### src/rtl/handshake_rx_pkg.sv
// Shared types and elaboration-time helpers for the four-phase frame receiver.
package handshake_rx_pkg;

  typedef enum logic {IDLE = 1'b0, ACKED = 1'b1} rx_state_t;

  localparam int DEF_DATA_W      = 6;
  localparam int DEF_CHUNK_W     = 6;
  localparam int DEF_SYNC_STAGES = 2;
  localparam int DEF_FIFO_DEPTH  = 2;

  function automatic int f_ceil_div(input int a, input int b);
    return (a + b - 1) / b;
  endfunction

  function automatic int f_clog2(input int v);
    int r;
    r = 0;
    while ((1 << r) < v) r++;
    return r;
  endfunction

  // Chunk index width; a single-chunk frame still needs a 1-bit port.
  function automatic int f_idx_w(input int data_w, input int chunk_w);
    int n;
    n = f_ceil_div(data_w, chunk_w);
    return (n > 1) ? f_clog2(n) : 1;
  endfunction

endpackage

### src/rtl/handshake_frame_fifo.sv
// Small synchronous frame FIFO; head is read straight from storage.
module handshake_frame_fifo
  import handshake_rx_pkg::*;
#(
  parameter int DATA_W     = DEF_DATA_W,
  parameter int FIFO_DEPTH = DEF_FIFO_DEPTH
) (
  input  logic                              clk,
  input  logic                              rst,
  input  logic                              push,
  input  logic [DATA_W-1:0]                 push_data,
  input  logic                              pop,
  output logic [DATA_W-1:0]                 head,
  output logic [f_clog2(FIFO_DEPTH):0]      count,
  output logic                              full,
  output logic                              empty
);

  localparam int PTR_W = f_clog2(FIFO_DEPTH);
  localparam int CNT_W = PTR_W + 1;

  logic [DATA_W-1:0] mem [FIFO_DEPTH];
  logic [PTR_W-1:0]  wr_ptr, rd_ptr;
  logic              do_push, do_pop;

  assign full    = (count == CNT_W'(FIFO_DEPTH));
  assign empty   = (count == '0);
  assign do_push = push && !full;
  assign do_pop  = pop && !empty;
  assign head    = mem[rd_ptr];

  // Power-of-two depth lets the pointers wrap naturally.
  always_ff @(posedge clk or posedge rst) begin
    if (rst) begin
      wr_ptr <= '0;
      rd_ptr <= '0;
      count  <= '0;
      for (int i = 0; i < FIFO_DEPTH; i++) mem[i] <= '0;
    end else begin
      if (do_push) begin
        mem[wr_ptr] <= push_data;
        wr_ptr      <= wr_ptr + 1'b1;
      end
      if (do_pop) rd_ptr <= rd_ptr + 1'b1;
      case ({do_push, do_pop})
        2'b10:   count <= count + 1'b1;
        2'b01:   count <= count - 1'b1;
        default: count <= count;
      endcase
    end
  end

endmodule

### src/rtl/handshake_frame_receiver.sv
// Four-phase chunk receiver: synchronises req, assembles chunks LSB-first and
// queues finished frames; backpressure is applied by withholding ack.
module handshake_frame_receiver
  import handshake_rx_pkg::*;
#(
  parameter int DATA_W      = DEF_DATA_W,
  parameter int CHUNK_W     = DEF_CHUNK_W,
  parameter int SYNC_STAGES = DEF_SYNC_STAGES,
  parameter int FIFO_DEPTH  = DEF_FIFO_DEPTH
) (
  input  logic                                  clk_receiver,
  input  logic                                  rst,
  input  logic                                  wire_req,
  input  logic [CHUNK_W-1:0]                    wire_data_deliver,
  output logic                                  reg_ack,
  output logic [DATA_W-1:0]                     data_out,
  output logic                                  data_valid,
  input  logic                                  data_ready,
  output logic [f_idx_w(DATA_W, CHUNK_W)-1:0]   chunk_idx,
  output logic [15:0]                           frame_count,
  output logic                                  stall
);

  localparam int NCHUNK = f_ceil_div(DATA_W, CHUNK_W);
  localparam int IDX_W  = f_idx_w(DATA_W, CHUNK_W);
  localparam int CNT_W  = f_clog2(FIFO_DEPTH) + 1;
  localparam logic [IDX_W-1:0] LAST_IDX = IDX_W'(NCHUNK - 1);

  logic [SYNC_STAGES-1:0] sync_q;
  logic                   req_s;
  rx_state_t              state_q, state_d;
  logic                   accept, refuse, finish, is_last, push;
  logic [DATA_W-1:0]      asm_q;
  logic [CNT_W-1:0]       fifo_count;
  logic                   fifo_full, fifo_empty;

  always_ff @(posedge clk_receiver or posedge rst) begin
    if (rst) sync_q <= '0;
    else     sync_q <= {sync_q[SYNC_STAGES-2:0], wire_req};
  end
  assign req_s = sync_q[SYNC_STAGES-1];

  assign is_last = (chunk_idx == LAST_IDX);
  assign push    = finish && is_last;

  // Space check uses the registered count only, so a same-cycle pop is not
  // credited until the following cycle.
  always_comb begin
    state_d = state_q;
    accept  = 1'b0;
    refuse  = 1'b0;
    finish  = 1'b0;
    case (state_q)
      IDLE: begin
        if (req_s) begin
          if (!is_last || !fifo_full) begin
            accept  = 1'b1;
            state_d = ACKED;
          end else begin
            refuse = 1'b1;
          end
        end
      end
      ACKED: begin
        if (!req_s) begin
          finish  = 1'b1;
          state_d = IDLE;
        end
      end
      default: state_d = IDLE;
    endcase
  end

  always_ff @(posedge clk_receiver or posedge rst) begin
    if (rst) begin
      state_q     <= IDLE;
      reg_ack     <= 1'b0;
      stall       <= 1'b0;
      chunk_idx   <= '0;
      frame_count <= '0;
    end else begin
      state_q <= state_d;
      stall   <= refuse;
      if (accept)      reg_ack <= 1'b1;
      else if (finish) reg_ack <= 1'b0;
      if (finish) chunk_idx <= is_last ? '0 : chunk_idx + 1'b1;
      if (push)   frame_count <= frame_count + 16'd1;
    end
  end

  // Per-bit assembly: bits beyond DATA_W in the last chunk have no flop at all.
  for (genvar gi = 0; gi < DATA_W; gi++) begin : g_asm
    always_ff @(posedge clk_receiver or posedge rst) begin
      if (rst)
        asm_q[gi] <= 1'b0;
      else if (accept && chunk_idx == IDX_W'(gi / CHUNK_W))
        asm_q[gi] <= wire_data_deliver[gi % CHUNK_W];
    end
  end

  handshake_frame_fifo #(
    .DATA_W     (DATA_W),
    .FIFO_DEPTH (FIFO_DEPTH)
  ) u_fifo (
    .clk       (clk_receiver),
    .rst       (rst),
    .push      (push),
    .push_data (asm_q),
    .pop       (data_ready),
    .head      (data_out),
    .count     (fifo_count),
    .full      (fifo_full),
    .empty     (fifo_empty)
  );

  assign data_valid = !fifo_empty;

endmodule

### config.mk
export PLATFORM = sky130hd
export DESIGN_NAME = handshake_frame_receiver
export DESIGN_NICKNAME = d
export VERILOG_FILES = /design/src/rtl/handshake_rx_pkg.sv /design/src/rtl/handshake_frame_fifo.sv /design/src/rtl/handshake_frame_receiver.sv
export SDC_FILE = /design/constraint.sdc
export NUM_CORES = 1
export LEC_CHECK = 0
export BUFFER_PORTS_ARGS = -buffer_cell sky130_fd_sc_hd__buf_2
export CORE_ASPECT_RATIO = 0.75
export CORE_MARGIN = 2
export CORE_UTILIZATION = 45
export CTS_CLUSTER_DIAMETER = 100
export CTS_CLUSTER_SIZE = 20
export DETAILED_ROUTE_END_ITERATION = 12
export GPL_ROUTABILITY_DRIVEN = 0
export PLACE_DENSITY = 0.67
export RECOVER_POWER = 50
export SLEW_MARGIN = 25
export SYNTH_ARGS = -nofsm -noshare
export SYNTH_HDL_FRONTEND = slang
export SYNTH_SLANG_ARGS = --single-unit
### constraint.sdc
create_clock -name clk_receiver -period 2 [get_ports clk_receiver]
set_clock_uncertainty 0.15 [all_clocks]
set_input_delay 0 -clock clk_receiver [delete_from_list [all_inputs] [get_ports clk_receiver]]
set_output_delay 0 -clock clk_receiver [all_outputs]
set_load 0.01 [all_outputs]
After elaboration in Yosys (flattened, before gate mapping)
Cells that the tools add are included.
Widths: inputs -> output; s select.

cells by class
  reduce and logical (&&, ||, !) cells = 11
  mux-type cells = 20
  bitwise gates (word level) = 4
  equal/unequal tests = 3
  order comparisons = 3
  $add $sub $neg = 6

operator list
  operator               number
  $mux 6                 4
  $add 16x1->16 const B  1
  $bwmux 12              1
  $mux 1                 12
  $demux 6 s1            1
  $logic_and 1x1->1      5
  $eq 2x2->1 const B     2
  $ge 2x2->1 const B     2
  $not 1->2              2
  $pmux 2 s2             1
  $reduce_bool 2->1      2
  $add 1x1->1 const B    3
  $add 2x1->2 const B    1
  $eq 2x1->1 const B     1
  $logic_not 1->1        2
  $logic_not 2->1        1
  $lt 2x1->1 const B     1
  $not 1->1              2
  $pmux 1 s2             1
  $sub 2x1->2 const B    1
  $logic_or 1x1->1       1

word-level totals
  output and inout port bits = 26
  register bits after elaboration = 44
  bits of input ports = 10

Logic depth before layout (Yosys ltp)
  depth in word-level cells = 7
  depth in mapped cells = 7
  gate-level depth less buffers = 6

By module
Synthesis repeated with hierarchy kept, for this count alone.

second synthesis, totals
  cell total of the unflattened synthesis = 137
  area, all modules = 1844.3 µm²

by module, submodules not included
  module                    instances  sequential area each (µm²)  area each (µm²)  cells each
  handshake_frame_receiver  1          675.6                       1111.1           86
  handshake_frame_fifo      1          400.4                       733.2            51

Worst setup path after synthesis
OpenSTA, ideal clock, no wires.

  kind = reg-to-reg
  from = register u_fifo.count[1]
  to = register u_fifo.count[1]
  setup time = 79 ps
  buffers on the path = 0
  period minus slack after synthesis = 1730 ps
  path slack = 270 ps
  arrival = 1501 ps
  stages on the path, launching flop included = 6
  path through = dfrtp_1 -> or2_2 -> and2_1 -> ha_1 -> nor2_1 -> xor2_1

on the way
  longest elaborated chain between the ends = 5
  elaborated cells on any way between the ends = 12

RTL lines
  element                                          line                            source
  from (decl)                                      handshake_frame_fifo.sv:14      output logic [f_clog2(FIFO_DEPTH):0] count,
  from (signal assigned)                           handshake_frame_fifo.sv:46      2'b10: count <= count + 1'b1;
  from (signal assigned)                           handshake_frame_fifo.sv:47      2'b01: count <= count - 1'b1;
  from (signal assigned)                           handshake_frame_fifo.sv:48      default: count <= count;
  $logic_not 2->1 (*)                              handshake_frame_fifo.sv:27      assign empty = (count == '0);
  $logic_not 1->1 (*)                              --
  net data_valid                                   handshake_frame_receiver.sv:17  output logic data_valid,
  $logic_and 1x1->1 (*)                            handshake_frame_fifo.sv:29      assign do_pop = pop && !empty;
  net u_fifo.do_pop                                handshake_frame_fifo.sv:24      logic do_push, do_pop;
  $eq 2x1->1 or $eq 2x2->1 (tied branches)         handshake_frame_fifo.sv:45      case ({do_push, do_pop})
  $pmux 2 s2 or $reduce_bool 2->1 (tied branches)  --

Mark *: on every way through the listed nets, which the timed path passes. The rest lies on a longest branch.
A chain may end at the register's enable or synchronous reset.

Worst setup path after layout
  from = register u_fifo.count[1]
  to = register u_fifo.count[1]

on the way
  longest elaborated chain between the ends = 5
  elaborated cells on any way between the ends = 12

RTL lines
  element                                          line
  $logic_not 2->1 (*)                              handshake_frame_fifo.sv:27
  $logic_not 1->1 (*)                              handshake_frame_fifo.sv:29
  $logic_and 1x1->1 (*)                            handshake_frame_fifo.sv:29
  net u_fifo.do_pop                                handshake_frame_fifo.sv:24
  $eq 2x1->1 or $eq 2x2->1 (tied branches)         handshake_frame_fifo.sv:45
  $pmux 2 s2 or $reduce_bool 2->1 (tied branches)  --

Marks and branches as above.

==> reports/metrics.csv <==
metric;value;unit
status;completed;
finalInstanceArea;0.002303;mm^2
netSwitchingFraction;30.69;%
timing.hold.worst.class;input port to flip-flop;
cell_area_after_technology_mapping;0.001879;mm^2
totalWireLength;3.345;mm
critical_path.startpoint_type;flip-flop;
worstMarginPinSlew;1.053;ns
yosysTopAreaCellShare;57.26;%
syn_nets;144;
postSynthRegisterBits;43;
die-height;59.97;um
critical_path_required;2.06;ns
globalRouteOverflowTotal;0;
vias;1127;
cellPowerDensity;1403;mW/mm^2
p_sw;991.7;uW
cp_data_arrival_time;1.88;ns
grt_pass1_wl;5.506;mm
drt_first_iter_violations;33;
class_of_the_most_critical_setup_path;flip-flop to flip-flop;
timing.fmax;0.5491;GHz
avgViaCountPerCell;4.796;
max_cap_violations;0;
synth_sequential_area_ratio;57.26;%
comb_power_share;30.7;%
initial_antenna_violation_count;0;
slew-limit-headroom;29.79;%
power.ir.vdd_worst;0.8038;mV
setup_total_negative_slack;0;ns
share_clk_of_total_power;24.5;%
grt_start_max_net_pins;44;
post_dp_cell_area;0.002092;mm^2
std_cell_rows;20;
synthDominantAreaCellType;sky130_fd_sc_hd__dfrtp_1;
synth.top_cells.by_area;sky130_fd_sc_hd__dfrtp_1, sky130_fd_sc_hd__mux2_2, sky130_fd_sc_hd__xnor2_1;
period_minus_slack;1.821;ns
finalCritPeriodShare;91.05;%
ys_warnings;0;
report.final.hold_viol_count;0;
design.core.area;0.004029;mm^2
design.final.nets;191;
clock_sink_count;43;
worst_setup_path_end_kind;flip-flop;
detail-route-antenna-nets;0;
post_drt_wl_per_cell;14.23;um
power.sequential.fraction;44.7;%
die-width;78.62;um
global_route.usage.total;16.07;%
setup_viol;0;
grt_setup_unrepaired;no;
yosysUniqueCellTypes;31;
tritoncts;built;
maximum_buffer_depth_of_the_clock_tree;2;
io_buffers;34;
die_area;0.004714;mm^2
boundaryPins;36;
grt_pass1_vias;1149;
crit_path_max_fanout;3;
worstSkewPairLatency;0.29;ns
drive_above_1_share;37.78;%
half_perimeter_wire_length_after_placement;2.348;mm
drt-pass1-iter-count;4;
syn_avg_cell_area;14.24;um^2
areaGrowthSynthToFinish;22.57;%
cts_buffers;5;
post-route-drc-count;0;
internal_power;2240;uW
cts_root_buf;sky130_fd_sc_hd__clkbuf_8;
antenna_cells;0;
final_core_util;57.17;%
clock_pin_slew_on_the_worst_setup_and_hold_paths;0.08;ns
final_max_slew_viol_count;0;
postSynthCellCount;132;
total_leakage_power;0.001047;uW
start_util;46.65;%
htree_num_levels;2;
==> final timing paths <==
path,start,endpoint,cells after the start,slack [ns]
setup / recovery,u_fifo.count[1],u_fifo.count[1],5,0.18
hold reg to reg,sync_q[0],sync_q[1],0,0.22
setup reg to reg,u_fifo.count[1],u_fifo.count[1],5,0.18
min in group asynchronous,rst,frame_count[15],4,0.42
hold / removal,wire_req,sync_q[0],2,0.20
max in group asynchronous,rst,frame_count[6],4,0.62
==> per-layer routing <==
layer	up-vias	routed length [um]	track usage, %	share of wire (%)
met5	-	0	0	0
met4	0	64	8.271	1.9
met3	6	119	4.532	3.6
met2	18	1598	25.64	48
met1	564	1563	20.35	47
li1	539	-	-	-
==> power groups by stage <==
| stage | registers [uW] | logic, uW | clock network (uW) |
|---|---|---|---|
| 6_report | 1450 | 993 | 793 |
| 5_1_grt | 1490 | 1090 | 850 |
| 4_1_cts | 1450 | 1020 | 814 |
| 3_5_place_dp | 1460 | 1000 | 0 |
| 3_3_place_gp | 1430 | 955 | 0 |
| 2_1_floorplan | 1400 | 744 | 0 |
==> final cells by class <==
cell class,count,area (um^2)
flip-flops and latches,43,1076
repair buffers,44,252.7
fillers,349,1725
multi-input cells,84,765.7
well taps,55,68.82
inverters,1,3.754
clock buffers,5,68.82
clock inverters,3,67.56
==> stage by stage <==
stage	total power [uW]	hold slack, ns	setup WS (ns)	cells
3_5_place_dp	2465	-0.03904	0.1876	218
5_1_grt	3435	0.2054	0.05389	235
2_1_floorplan	2147	-0.1186	0.2700	132
4_1_cts	3287	0.1856	0.1510	235
6_report	3232	0.1993	0.1790	235
3_3_place_gp	2387	-0.04130	0.2937	218
==> worst max-delay path: stages (launching register included) <==
cell and delay, ns:
sky130_fd_sc_hd__dfrtp_1 0.43, sky130_fd_sc_hd__or2_2 0.32, sky130_fd_sc_hd__and2_1 0.18, sky130_fd_sc_hd__ha_1 0.32
sky130_fd_sc_hd__nor2_1 0.16, sky130_fd_sc_hd__xor2_1 0.18
==> registers in the layout, summed over array words and instances, names as in the netlist, 2 cells and up <==
register,cells
asm_q,6
u_fifo.mem,12
frame_count,16
sync_q,2
u_fifo.count,2
==> placed cells by master (no fill, tap or decap), types with 2 or more instances in the layout <==
cell type | Yosys | final
sky130_fd_sc_hd__clkbuf_8 | 0 | 5
sky130_fd_sc_hd__mux2_2 | 19 | 19
sky130_fd_sc_hd__dfrtp_1 | 43 | 43
sky130_fd_sc_hd__xor2_1 | 5 | 5
sky130_fd_sc_hd__xnor2_1 | 15 | 15
sky130_fd_sc_hd__ha_1 | 2 | 2
sky130_fd_sc_hd__buf_2 | 0 | 24
sky130_fd_sc_hd__nand2_1 | 6 | 6
sky130_fd_sc_hd__nor2_1 | 4 | 4
sky130_fd_sc_hd__dlygate4sd3_1 | 0 | 9
sky130_fd_sc_hd__bufinv_16 | 0 | 2
sky130_fd_sc_hd__nor2_2 | 2 | 2
sky130_fd_sc_hd__clkbuf_1 | 1 | 10
sky130_fd_sc_hd__nand4_1 | 4 | 4
sky130_fd_sc_hd__mux2_4 | 6 | 6
sky130_fd_sc_hd__nand3_1 | 5 | 5
==> cell usage after synthesis <==
| library cell | number |
|---|---|
| sky130_fd_sc_hd__nand4b_1 | 1 |
| sky130_fd_sc_hd__ha_1 | 2 |
| sky130_fd_sc_hd__dfrtp_1 | 43 |
| sky130_fd_sc_hd__or2_2 | 1 |
| sky130_fd_sc_hd__nand2_1 | 6 |
| sky130_fd_sc_hd__nand3b_1 | 1 |
| sky130_fd_sc_hd__inv_1 | 1 |
| sky130_fd_sc_hd__nor2_8 | 1 |
| sky130_fd_sc_hd__nand4_1 | 4 |
| sky130_fd_sc_hd__xnor2_1 | 15 |
| sky130_fd_sc_hd__nor2_2 | 2 |
| sky130_fd_sc_hd__and3b_1 | 1 |
| sky130_fd_sc_hd__xor2_1 | 5 |
| sky130_fd_sc_hd__conb_1 | 1 |
| sky130_fd_sc_hd__buf_4 | 1 |
| sky130_fd_sc_hd__nor2_1 | 4 |
| sky130_fd_sc_hd__nor2b_4 | 1 |
| sky130_fd_sc_hd__clkbuf_1 | 1 |
| sky130_fd_sc_hd__mux2_4 | 6 |
| sky130_fd_sc_hd__nand3_4 | 1 |
| sky130_fd_sc_hd__and2_1 | 1 |
| sky130_fd_sc_hd__buf_6 | 2 |
| sky130_fd_sc_hd__mux2_2 | 19 |
| sky130_fd_sc_hd__and4_2 | 1 |
| sky130_fd_sc_hd__nor3b_1 | 1 |
| sky130_fd_sc_hd__nand2_4 | 1 |
| sky130_fd_sc_hd__and4_1 | 1 |
| sky130_fd_sc_hd__nand2b_4 | 1 |
| sky130_fd_sc_hd__nand3_1 | 5 |
| sky130_fd_sc_hd__o21a_1 | 1 |
| sky130_fd_sc_hd__nor3_2 | 1 |
==> kinds of logic (layout without fill, tap and decap cells) <==
| group | count (synthesis) | count (layout) | share of synthesized area (%) |
|---|---|---|---|
| flip-flops | 43 | 43 | 57.26 |
| AND/OR/NAND/NOR | 35 | 35 | 13.32 |
| multiplexers | 25 | 25 | 16.18 |
| XOR/XNOR | 20 | 20 | 9.321 |
| buffers and inverters | 5 | 53 | 1.997 |
| adder cells (fa/ha/maj) | 2 | 2 | 1.331 |
| other | 1 | 1 | 0.1995 |
| AO/OA/AOI/OAI | 1 | 1 | 0.3996 |
==> what timing repair did <==
action | CTS | global route
hold buffers | 9 | 0
gates resized for setup | 0 | 0
buffers inserted | 0 | 0
hold endpoints to repair | 51 | 0
No activity file was read; power rests on OpenSTA's default activity.
